--- src/rtl/spi_master_gen2.sv ---
`default_nettype none
// +----------------------------------------------------------------------------+
// | Module      : spi_master_gen2                                              |
// | Description : SPI master with all four modes, programmable SCLK divider,   |
// |               multiple chip selects and variable-length MSB-first frames.  |
// |               Optional macro SPI_LSB_FIRST_EN adds the lsb_first input.    |
// | Revision    : 1.0 - initial release                                        |
// +----------------------------------------------------------------------------+
module spi_master_gen2 #(
    parameter int DATA_W = 8,
    parameter int NUM_CS = 1,
    parameter int DIV_W  = 8,
    parameter int CNT_W  = $clog2(DATA_W) + 1,
    parameter int CS_W   = (NUM_CS > 1) ? $clog2(NUM_CS) : 1
) (
    input  logic              clk_system,
    input  logic              reset_system,
    input  logic              start_transfer,
    input  logic [DATA_W-1:0] data_inR,
    input  logic [CNT_W-1:0]  size_transfer,
    input  logic [DIV_W-1:0]  clk_div,
    input  logic              cpol,
    input  logic              cpha,
    input  logic [CS_W-1:0]   cs_sel,
`ifdef SPI_LSB_FIRST_EN
    input  logic              lsb_first,
`endif
    output logic              busy,
    output logic              done,
    output logic [DATA_W-1:0] data_outR,
    input  logic              miso,
    output logic              mosi,
    output logic              clk_spi,
    output logic [NUM_CS-1:0] cs
);

    typedef enum logic [2:0] {
        ST_IDLE   = 3'd0,
        ST_SETUP  = 3'd1,
        ST_SHIFT  = 3'd2,
        ST_HOLD   = 3'd3,
        ST_FINISH = 3'd4
    } state_t;

    state_t            r_state;
    state_t            w_state_next;

    logic [DIV_W-1:0]  r_div;
    logic [DIV_W-1:0]  r_clk_div;
    logic [CNT_W-1:0]  r_size;
    logic [CNT_W:0]    r_edge;
    logic              r_cpol;
    logic              r_cpha;
    logic [CS_W-1:0]   r_cs_sel;
    logic [DATA_W-1:0] r_tx;
    logic [DATA_W-1:0] r_rx;
    logic [DATA_W-1:0] r_data_out;
    logic              r_mosi;
    logic              r_clk_spi;
`ifdef SPI_LSB_FIRST_EN
    logic              r_lsb;
    logic [CNT_W-1:0]  r_rx_idx;
`endif

    logic [CNT_W-1:0]  w_size;
    logic [CNT_W-1:0]  w_shift_amt;
    logic [CNT_W:0]    w_edge_max;
    logic [DATA_W-1:0] w_load;
    logic [DATA_W-1:0] w_load_rest;
    logic              w_load_bit;
    logic [DATA_W-1:0] w_tx_rest;
    logic              w_tx_bit;
    logic              w_accept;
    logic              w_tick;
    logic              w_edge_evt;
    logic              w_leading;
    logic              w_last_edge;
    logic              w_sample_evt;
    logic              w_drive_evt;

    assign w_size       = (size_transfer > CNT_W'(DATA_W)) ? CNT_W'(DATA_W) : size_transfer;
    assign w_accept     = (r_state == ST_IDLE) && start_transfer && (w_size != '0);
    assign w_tick       = (r_div == r_clk_div);
    assign w_edge_evt   = (r_state == ST_SHIFT) && w_tick;
    assign w_leading    = ~r_edge[0];
    assign w_edge_max   = {r_size, 1'b0} - (CNT_W+1)'(1);
    assign w_last_edge  = (r_edge == w_edge_max);
    assign w_sample_evt = w_edge_evt && (w_leading ^ r_cpha);
    // cpha=0 has its first bit loaded at acceptance, so the final trailing edge drives nothing
    assign w_drive_evt  = w_edge_evt &&
                          ((r_cpha && w_leading) || (!r_cpha && !w_leading && !w_last_edge));

    // Transmit word is pre-aligned so the first bit to send always sits at the shift head
    always_comb begin
        w_shift_amt = CNT_W'(DATA_W) - w_size;
        w_load      = data_inR << w_shift_amt;
        w_load_bit  = w_load[DATA_W-1];
        w_load_rest = w_load << 1;
        w_tx_bit    = r_tx[DATA_W-1];
        w_tx_rest   = r_tx << 1;
`ifdef SPI_LSB_FIRST_EN
        if (lsb_first) begin
            w_load      = data_inR;
            w_load_bit  = data_inR[0];
            w_load_rest = data_inR >> 1;
        end
        if (r_lsb) begin
            w_tx_bit  = r_tx[0];
            w_tx_rest = r_tx >> 1;
        end
`endif
    end

    always_ff @(posedge clk_system) begin
        if (reset_system) begin
            r_state <= ST_IDLE;
        end else begin
            r_state <= w_state_next;
        end
    end

    always_comb begin
        w_state_next = r_state;
        busy         = 1'b0;
        done         = 1'b0;
        cs           = '1;
        case (r_state)
            ST_IDLE: begin
                if (w_accept) w_state_next = ST_SETUP;
            end
            ST_SETUP: begin
                busy = 1'b1;
                if (w_tick) w_state_next = ST_SHIFT;
            end
            ST_SHIFT: begin
                busy = 1'b1;
                if (w_edge_evt && w_last_edge) w_state_next = ST_HOLD;
            end
            ST_HOLD: begin
                busy = 1'b1;
                if (w_tick) w_state_next = ST_FINISH;
            end
            ST_FINISH: begin
                done         = 1'b1;
                w_state_next = ST_IDLE;
            end
            default: w_state_next = ST_IDLE;
        endcase
        if (busy) begin
            for (int i = 0; i < NUM_CS; i++) begin
                if (r_cs_sel == CS_W'(i)) cs[i] = 1'b0;
            end
        end
    end

    always_ff @(posedge clk_system) begin
        if (reset_system) begin
            r_div      <= '0;
            r_clk_div  <= '0;
            r_size     <= '0;
            r_edge     <= '0;
            r_cpol     <= 1'b0;
            r_cpha     <= 1'b0;
            r_cs_sel   <= '0;
            r_tx       <= '0;
            r_rx       <= '0;
            r_data_out <= '0;
            r_mosi     <= 1'b0;
            r_clk_spi  <= 1'b0;
`ifdef SPI_LSB_FIRST_EN
            r_lsb      <= 1'b0;
            r_rx_idx   <= '0;
`endif
        end else begin
            if (busy) begin
                r_div <= w_tick ? '0 : r_div + DIV_W'(1);
            end else begin
                r_div <= '0;
            end

            if (w_accept) begin
                r_clk_div <= clk_div;
                r_size    <= w_size;
                r_edge    <= '0;
                r_cpol    <= cpol;
                r_cpha    <= cpha;
                r_cs_sel  <= cs_sel;
                r_rx      <= '0;
                r_clk_spi <= cpol;
                r_mosi    <= cpha ? 1'b0 : w_load_bit;
                r_tx      <= cpha ? w_load : w_load_rest;
`ifdef SPI_LSB_FIRST_EN
                r_lsb     <= lsb_first;
                r_rx_idx  <= '0;
`endif
            end

            if (w_edge_evt) begin
                r_clk_spi <= ~r_clk_spi;
                r_edge    <= r_edge + (CNT_W+1)'(1);
            end

            if (w_drive_evt) begin
                r_mosi <= w_tx_bit;
                r_tx   <= w_tx_rest;
            end

            if (w_sample_evt) begin
`ifdef SPI_LSB_FIRST_EN
                if (r_lsb) begin
                    r_rx     <= r_rx | (DATA_W'(miso) << r_rx_idx);
                    r_rx_idx <= r_rx_idx + CNT_W'(1);
                end else begin
                    r_rx <= (r_rx << 1) | DATA_W'(miso);
                end
`else
                r_rx <= (r_rx << 1) | DATA_W'(miso);
`endif
            end

            if ((r_state == ST_HOLD) && w_tick) begin
                r_data_out <= r_rx;
                r_mosi     <= 1'b0;
                r_clk_spi  <= r_cpol;
            end
        end
    end

    assign data_outR = r_data_out;
    assign mosi      = r_mosi;
    assign clk_spi   = r_clk_spi;

endmodule
`default_nettype wire

--- config.mk ---
export PLATFORM = sky130hd
export DESIGN_NAME = spi_master_gen2
export DESIGN_NICKNAME = d
export VERILOG_FILES = /design/src/rtl/spi_master_gen2.sv
export SDC_FILE = /design/constraint.sdc
export NUM_CORES = 1
export LEC_CHECK = 0
export CELL_PAD_IN_SITES_DETAIL_PLACEMENT = 0
export CELL_PAD_IN_SITES_GLOBAL_PLACEMENT = 1
export CORE_MARGIN = 8
export CORE_UTILIZATION = 41
export CTS_CLUSTER_DIAMETER = 100
export DETAILED_ROUTE_END_ITERATION = 16
export GPL_TIMING_DRIVEN = 0
export MAX_ROUTING_LAYER = met4
export PLACE_DENSITY = 0.79
export SLEW_MARGIN = 20
export SYNTH_ARGS = -nofsm -noshare
export SYNTH_HDL_FRONTEND = slang
export SYNTH_SLANG_ARGS = --single-unit
--- constraint.sdc ---
create_clock -name clk_system -period 4.4 [get_ports clk_system]
set_input_delay 0.88 -clock clk_system [delete_from_list [all_inputs] [get_ports clk_system]]
set_output_delay 0.88 -clock clk_system [all_outputs]
set_load 0.01 [all_outputs]
==> impl_results.md, run 1 <==
- Total routed wirelength: 7220 um
- Distinct cells, synth: 47
- Max VDD drop: between 0.00015 and 0.0002 V
- Final min period: approximately 4.0 ns
- Finished Cell Area: between 3000 and 4000 sq um
- Unrepaired setup endpoints after global routing: false
- Switching Share: between 20% and 30%
- Post-synth EDFFs: 0
- Largest net degree at the start of global routing: 11
- Critical path type: input port to register
- Max-cap violations: 0
- Area of the mapped netlist: slightly below 3000 sq um
- Clock root cell: clkbuf_8
- Internal power: 989 uW
- Drt first pass iters: 4
- PnR Total Power: 1.36 mW
- Avg Cell Area, Syn: around 8.1 sq um
- Clock Pin Slew Worst Setup and Hold Paths: roughly 0.060 ns
- Nets: between 400 and 500
- Initial Utilization: between 40 and 50%
- Synth Register Bits: between 50 and 60
- H-tree depth reported by CTS: 3
- # setup viols final: 0
- Ys Warns: 0
- Rows: 31
- Hold_ws: 0.460 ns
- CP arrival: approximately 4.3 ns
- Slew @ Worst Pin: 0.757 ns
- Crit share post-route: about nine tenths
- CTS tree: built
- Die Wd: about 100 um
- CORE AREA: just over 7000 sq um
- Layout cells sized above 1: approximately 7.2%
- Worst Setup Start Kind: input port
- Layout area overhead: 24.1%
- Achievable Freq: 250 MHz
- Clk_lat worst skew: about 0.33 ns
- Post-synthesis net count: about 400
- CTS max path bufs: 2
- Residual DRC: 0
- GP Congestion: 0.816
- Post-synth top flop: dfxtp_1
- First-pass GRT wire length: between 10000 and 15000 um
- Clk pwr share: around two fifths
- Sequence of cells on the critical path: clkdlybuf4s50_1, nand2b_1, clkbuf_1, buf_2, ha_1, clkbuf_1, inv_1, o311ai_1, or2_2, clkbuf_1, clkbuf_1, nand3_1, a21oi_1
- CTS buffer count: 9
- Sink Count: 57
- Final setup TNS: 0 ns
- Worst endpoint required time: roughly 4.7 ns
- Starting DRC count in detailed routing: 73
- Diode count: 0
- Cells after synthesis: approximately 370
- Comb power frac: ~20%
- CP most frequent cell: clkbuf_1
- Worst Hold Class: register to register
- HPWL after detailed placement: around 5400 um
- Vias/cell: between 5 and 6
- CP peak stage delay: between 0.4 and 0.5 ns
- NetSw: 371 uW
- Sequential area share after synthesis: approximately two fifths
- Port-buffer cells: 38
- PwrDens: 370 nW/um^2
- Max_slew headroom: roughly 49%
- All-Layer GR Usage: about 15%
- Vias in the first global route: around 2500
- Avg WL per Cell: approximately 14 um
- Initial antenna violation count: 0
- Status: finished clean
- IO Count: 40
- Final Max Tran Viols: 0
- Final number of hold-violating endpoints: 0
- Fill cells: around 730
- Die area: around 10000 sq um
- Vias: between 2000 and 3000
- Part of the power in registers: a little over 40%
- Leak: around 1.5 nW
- Detail Route Antenna Nets: 0
- Clock Skews: around 0.009 ns
- Crit-path max FO: 10
- Slowest-stage cell, CP: clkbuf_1
- GRT Residual Overflow: 0
- Worst setup EP type: register
- Placed cell area: roughly 3500 sq um
- Die Height: approximately 100 um
- Asr flop ratio synth: 0%
[metrics by stage]
step	utilization (%)	std cells	worst slack (ns)
final	51.6	517	0.397
after global routing	51.6	517	0.0329
after CTS	51.6	517	0.258
after detailed placement	48.6	502	-0.0917
after global placement	48.6	502	-0.0452
after floorplan	-	365	0.817
[logic make-up after synthesis]
group / count (synthesis) / share of synthesized area, %
buffers and inverters: 32 / 4.18
flip-flops: 57 / 38.5
multiplexers: 30 / 10.4
AO/OA/AOI/OAI: 65 / 13.1
AND/OR/NAND/NOR: 153 / 24.8
adder cells (fa/ha/maj): 6 / 2.53
XOR/XNOR: 22 / 6.50
[layer usage]
layer / global-route usage [%] / up-vias / wire length, um
met1: 18.6 / 1230 / 3530
met4: 4.24 / 0 / 68
met3: 4.14 / 10 / 221
met5: - / - / 0
met2: 23.8 / 31 / 3400
li1: - / 1355 / -
[worst paths after layout]
| check | from | end | slack, ns | depth (start not counted) |
|---|---|---|---|---|
| hold / removal | r_cpol | r_cpol | 0.46 | 2 |
| setup / recovery | size_transfer[0] | r_rx[7] | 0.40 | 13 |
| hold reg to reg | r_cpol | r_cpol | 0.46 | 2 |
| setup reg to reg | r_div[0] | r_rx[7] | 1.93 | 6 |
[power groups by stage]
| stage | Clock [mW] | Combinational (mW) | Sequential, mW |
|---|---|---|---|
| final | 0.527 | 0.268 | 0.565 |
| after detailed placement | 0 | 0.269 | 0.576 |
| after CTS | 0.540 | 0.270 | 0.565 |
| after global routing | 0.563 | 0.298 | 0.568 |
| after floorplan | 0 | 0.178 | 0.571 |
| after global placement | 0 | 0.267 | 0.575 |
[synth_stat cells (3+ instances only)]
cell | number | area share, %
xor2_1 | 15 | 4.4
xnor2_1 | 7 | 2.1
clkbuf_1 | 18 | 2.3
nand2b_1 | 5 | 1.1
and2_1 | 10 | 2.1
nand2_1 | 47 | 5.9
or3_1 | 4 | 0.84
nor2_1 | 37 | 4.7
buf_2 | 3 | 0.51
o311ai_0 | 3 | 0.89
o21ai_0 | 5 | 0.84
nor3_1 | 10 | 1.7
dfxtp_1 | 57 | 38
nand3_1 | 19 | 3.2
or4_1 | 3 | 0.76
mux2i_1 | 23 | 7.8
inv_1 | 10 | 1.3
a21oi_1 | 39 | 6.6
nor2b_1 | 3 | 0.63
mux2_2 | 7 | 2.7
ha_1 | 6 | 2.5
[worst max-delay path: cells and delay by family]
| kind | cells | cell delay, ns |
|---|---|---|
| AOI/OAI and AO/OA | 2 | 0.52 |
| adders and majority gates | 1 | 0.17 |
| buffers and inverters | 7 | 2.25 |
| and+or+nand+nor | 3 | 0.41 |
[timing repair]
| action | in CTS | in global routing |
|---|---|---|
| setup endpoints to repair | 0 | 1 |
| buffers inserted | 0 | 0 |
| hold buffers | 0 | 0 |
| resized for setup | 0 | 2 |
[registers in the layout (all words and copies together) (netlist names), 3 cells and up]
signal and cells:
r_div 8, r_tx 8, r_clk_div 8, r_size 4
data_outR 8, r_edge 5, r_state 3, r_rx 8
[cells in the final DEF (no fill, tap or decap), types with 15 or more instances in the layout]
master	n
a21oi_1	39
clkbuf_1	19
clkdlybuf4s50_1	38
dfxtp_1	57
mux2i_1	23
nand2_1	47
nand3_1	19
nor2_1	37
xor2_1	15
[final cells by class]
type                            count  area, sq um  area share [%]
Sequential cell                    57         1140            31.0
Clock inverter                      3         65.1            1.77
Buffer                             21         83.8            2.28
Tap cell                           99          124            3.37
Timing Repair Buffer               38          380            10.3
Clock buffer                       12          145            3.94
Inverter                           11         41.3            1.12
Multi-Input combinational cell    276         1700            46.2
Power figures use the tool's default switching activity.
==> run 2, diff against run 1 <==
--- a/config.mk
+++ b/config.mk
@@ -7,14 +7,14 @@
 export LEC_CHECK = 0
 export CELL_PAD_IN_SITES_DETAIL_PLACEMENT = 0
 export CELL_PAD_IN_SITES_GLOBAL_PLACEMENT = 1
+export CORE_ASPECT_RATIO = 1.25
 export CORE_MARGIN = 8
 export CORE_UTILIZATION = 41
 export CTS_CLUSTER_DIAMETER = 100
 export DETAILED_ROUTE_END_ITERATION = 16
-export GPL_TIMING_DRIVEN = 0
 export MAX_ROUTING_LAYER = met4
 export PLACE_DENSITY = 0.79
-export SLEW_MARGIN = 20
+export SLEW_MARGIN = 10
 export SYNTH_ARGS = -nofsm -noshare
 export SYNTH_HDL_FRONTEND = slang
 export SYNTH_SLANG_ARGS = --single-unit
==> impl_results.md, run 2 (same netlist as run 1, synthesis figures left out) <==
- Post-CTS Setup Bufs: 0 (unchanged)
- Finished Cell Area: 3660 sq um (-0.65%)
- Hold_ws: 0.462 ns (+0.00197 ns)
- Reg2reg setup slack: 1.93 ns (about the same)
- GP Congestion: 0.830 (+1.8%)
- PnR Total Power: 1.44 mW (+5.9%)
- Min-delay src: r_cs_sel
- Clock root cell: clkbuf_8
- Max-cap violations: 0 (unchanged)
- CP peak stage delay: 0.65 ns (+0.17 ns)
- CORE AREA: 6980 sq um (-2.2%)
- Slowest-stage cell, CP: or2_2
- Final setup TNS: 0 ns (unchanged)
- Highest routed layer: met4
- Vias in the first global route: 2629 (+4.8%)
- Clk_lat worst skew: 0.35 ns (+0.02 ns)
- Worst setup EP type: register
- Clock Pin Slew Worst Setup and Hold Paths: 0.07 ns (about the same)
- Initial antenna violation count: 0 (unchanged)
- Worst Setup Start Kind: input port
- Max_slew headroom: 53.7% (+4.3 points)
- Worst endpoint required time: 4.67 ns (about the same)
- Placed Cells: 476 (-5.2%)
- Max VDD drop: 0.000165 V (-2.9%)
- Non-filler instance count after layout: 492 (-4.8%)
- WHS Endpoint: r_cs_sel
- Crit share post-route: 74.8% (-16 points)
- Drt first pass iters: 4 (unchanged)
- Sink Count: 57 (unchanged)
- Commonest non-fill, non-tap cell in the layout: dfxtp_1
- Final number of hold-violating endpoints: 0 (unchanged)
- Starting DRC count in detailed routing: 88 (+21%)
- Placed cell area: 3410 sq um (-1.8%)
- Vias/cell: 5.31 (+4.5%)
- First-pass GRT wire length: 12100 um (+1.3%)
- Die area: 10200 sq um (+0.17%)
- Port-buffer cells: 39 (+2.6%)
- Met1 wire length: 3050 um (-14%)
- Detail Route Antenna Nets: 0 (unchanged)
- Critical path type: input port to register
- CTS buffer count: 9 (unchanged)
- Layout area overhead: 23.3%
- Final min period: 3.29 ns (-0.712 ns)
- Reg2reg start: r_div[0]
- CTS tree: built
- Achievable Freq: 304 MHz (+22%)
- Diode count: 0 (unchanged)
- Met3 WL post-DR: 307 um (+39%)
- Worst Reg2Reg Path Length in Cells: 6 (unchanged)
- Leak: 1.48 nW (about the same)
- Layout cells sized above 1: 7.96% (+0.78 points)
- CP arrival: 3.56 ns (-0.70 ns)
- Initial Utilization: 42.5% (+0.95 points)
- Die Wd: 92.1 um (-8.9%)
- Crit-path max FO: 37 (+27)
- Finished Core Util: 52.4% (+0.84 points)
- Avg WL per Cell: 14.4 um (+3.0%)
- HPWL after detailed placement: 4960 um (-8.4%)
- PwrDens: 394 nW/um^2 (+6.6%)
- Status: finished clean
- GRT Residual Overflow: 0 (unchanged)
- Slew @ Worst Pin: 0.695 ns (-0.0618 ns)
- Total routed wirelength: 7070 um (-2.0%)
- Final Max Tran Viols: 0 (unchanged)
- Largest net degree at the start of global routing: 50 (+39)
- H-tree depth reported by CTS: 3 (unchanged)
- Nets: 430 (-3.8%)
- IO Count: 40 (unchanged)
- # setup viols final: 0 (unchanged)
- Sequence of cells on the critical path: clkdlybuf4s50_1, nand2b_1, ha_1, inv_1, o311ai_1, or2_2, and2_1, mux2i_1, a21oi_1
- Wire length on met2: 3610 um (+6.3%)
- Cts-stage hold buffer count: 0 (unchanged)
- Post-route setup slack: 1.11 ns (+0.712 ns)
- Post-CTS sizing: 0 (unchanged)
- Die Height: 111 um (+9.9%)
- Vias: 2612 (-0.53%)
- Hold Path Depth: 2 (unchanged)
- Worst Hold Class: register to register
- Pre-CTS setup slack: 0.741 ns (+0.833 ns)
- Reg2reg end: r_rx[1]
- All-Layer GR Usage: 14.9% (-0.28 points)
- Rows: 34 (+9.7%)
- CTS max path bufs: 2 (unchanged)
- Clock Skews: 0.0111 ns (+0.00211 ns)
- Highest-count cells in the layout ignoring fill and taps: dfxtp_1, nand2_1, a21oi_1, clkdlybuf4s50_1, nor2_1
- Unrepaired setup endpoints after global routing: false
- Residual DRC: 0 (unchanged)
-- run 2: cell count changes in the layout (fill, tap and decap cells not counted), moves of 2 or more --
cell	previous run	this run
buf_2	3	0
buf_4	0	3
clkbuf_1	19	0
clkinv_4	0	2
inv_6	0	2
-- run 2: worst max-delay path: cells and delay by family --
| family | cells | cell delay, ns |
|---|---|---|
| AO/OA/AOI/OAI | 2 | 0.52 |
| multiplexers | 1 | 0.07 |
| AND/OR/NAND/NOR | 3 | 1.04 |
| adder cells (fa/ha/maj) | 1 | 0.33 |
| buffers and inverters | 2 | 0.70 |
-- run 2: routing by layer --
metal	vias up	GRT usage (%)
met5	-	-
met4	0	4.96
met3	9	4.54
met2	49	24.8
met1	1229	16.4
li1	1325	-
-- run 2: area by class of cell --
cell class	count	area, sq um
timing repair buffer	42	413
fill	701	3320
clock inverter	7	125
sequential	57	1140
multi-input combinational	276	1700
inverter	11	41.3
tap	90	113
clock buffer	9	124
-- run 2: worst max path at each step --
stage,startpoint,end,slack (ns),cells after the start
6_report,size_transfer[3],r_tx[6],1.11,9
5_1_grt,size_transfer[3],r_tx[3],0.82,9
4_1_cts,size_transfer[3],r_tx[3],1.10,9
3_5_place_dp,size_transfer[3],r_tx[3],0.74,9
3_3_place_gp,size_transfer[3],r_tx[6],0.83,9
2_1_floorplan,size_transfer[3],r_tx[3],0.82,14
-- run 2: power by group --
group          total [mW]  switching, mW  internal (mW)
Combinational       0.261          0.147          0.114
Clock               0.617          0.235          0.382
Sequential          0.563         0.0209          0.542
Total                1.44          0.403           1.04
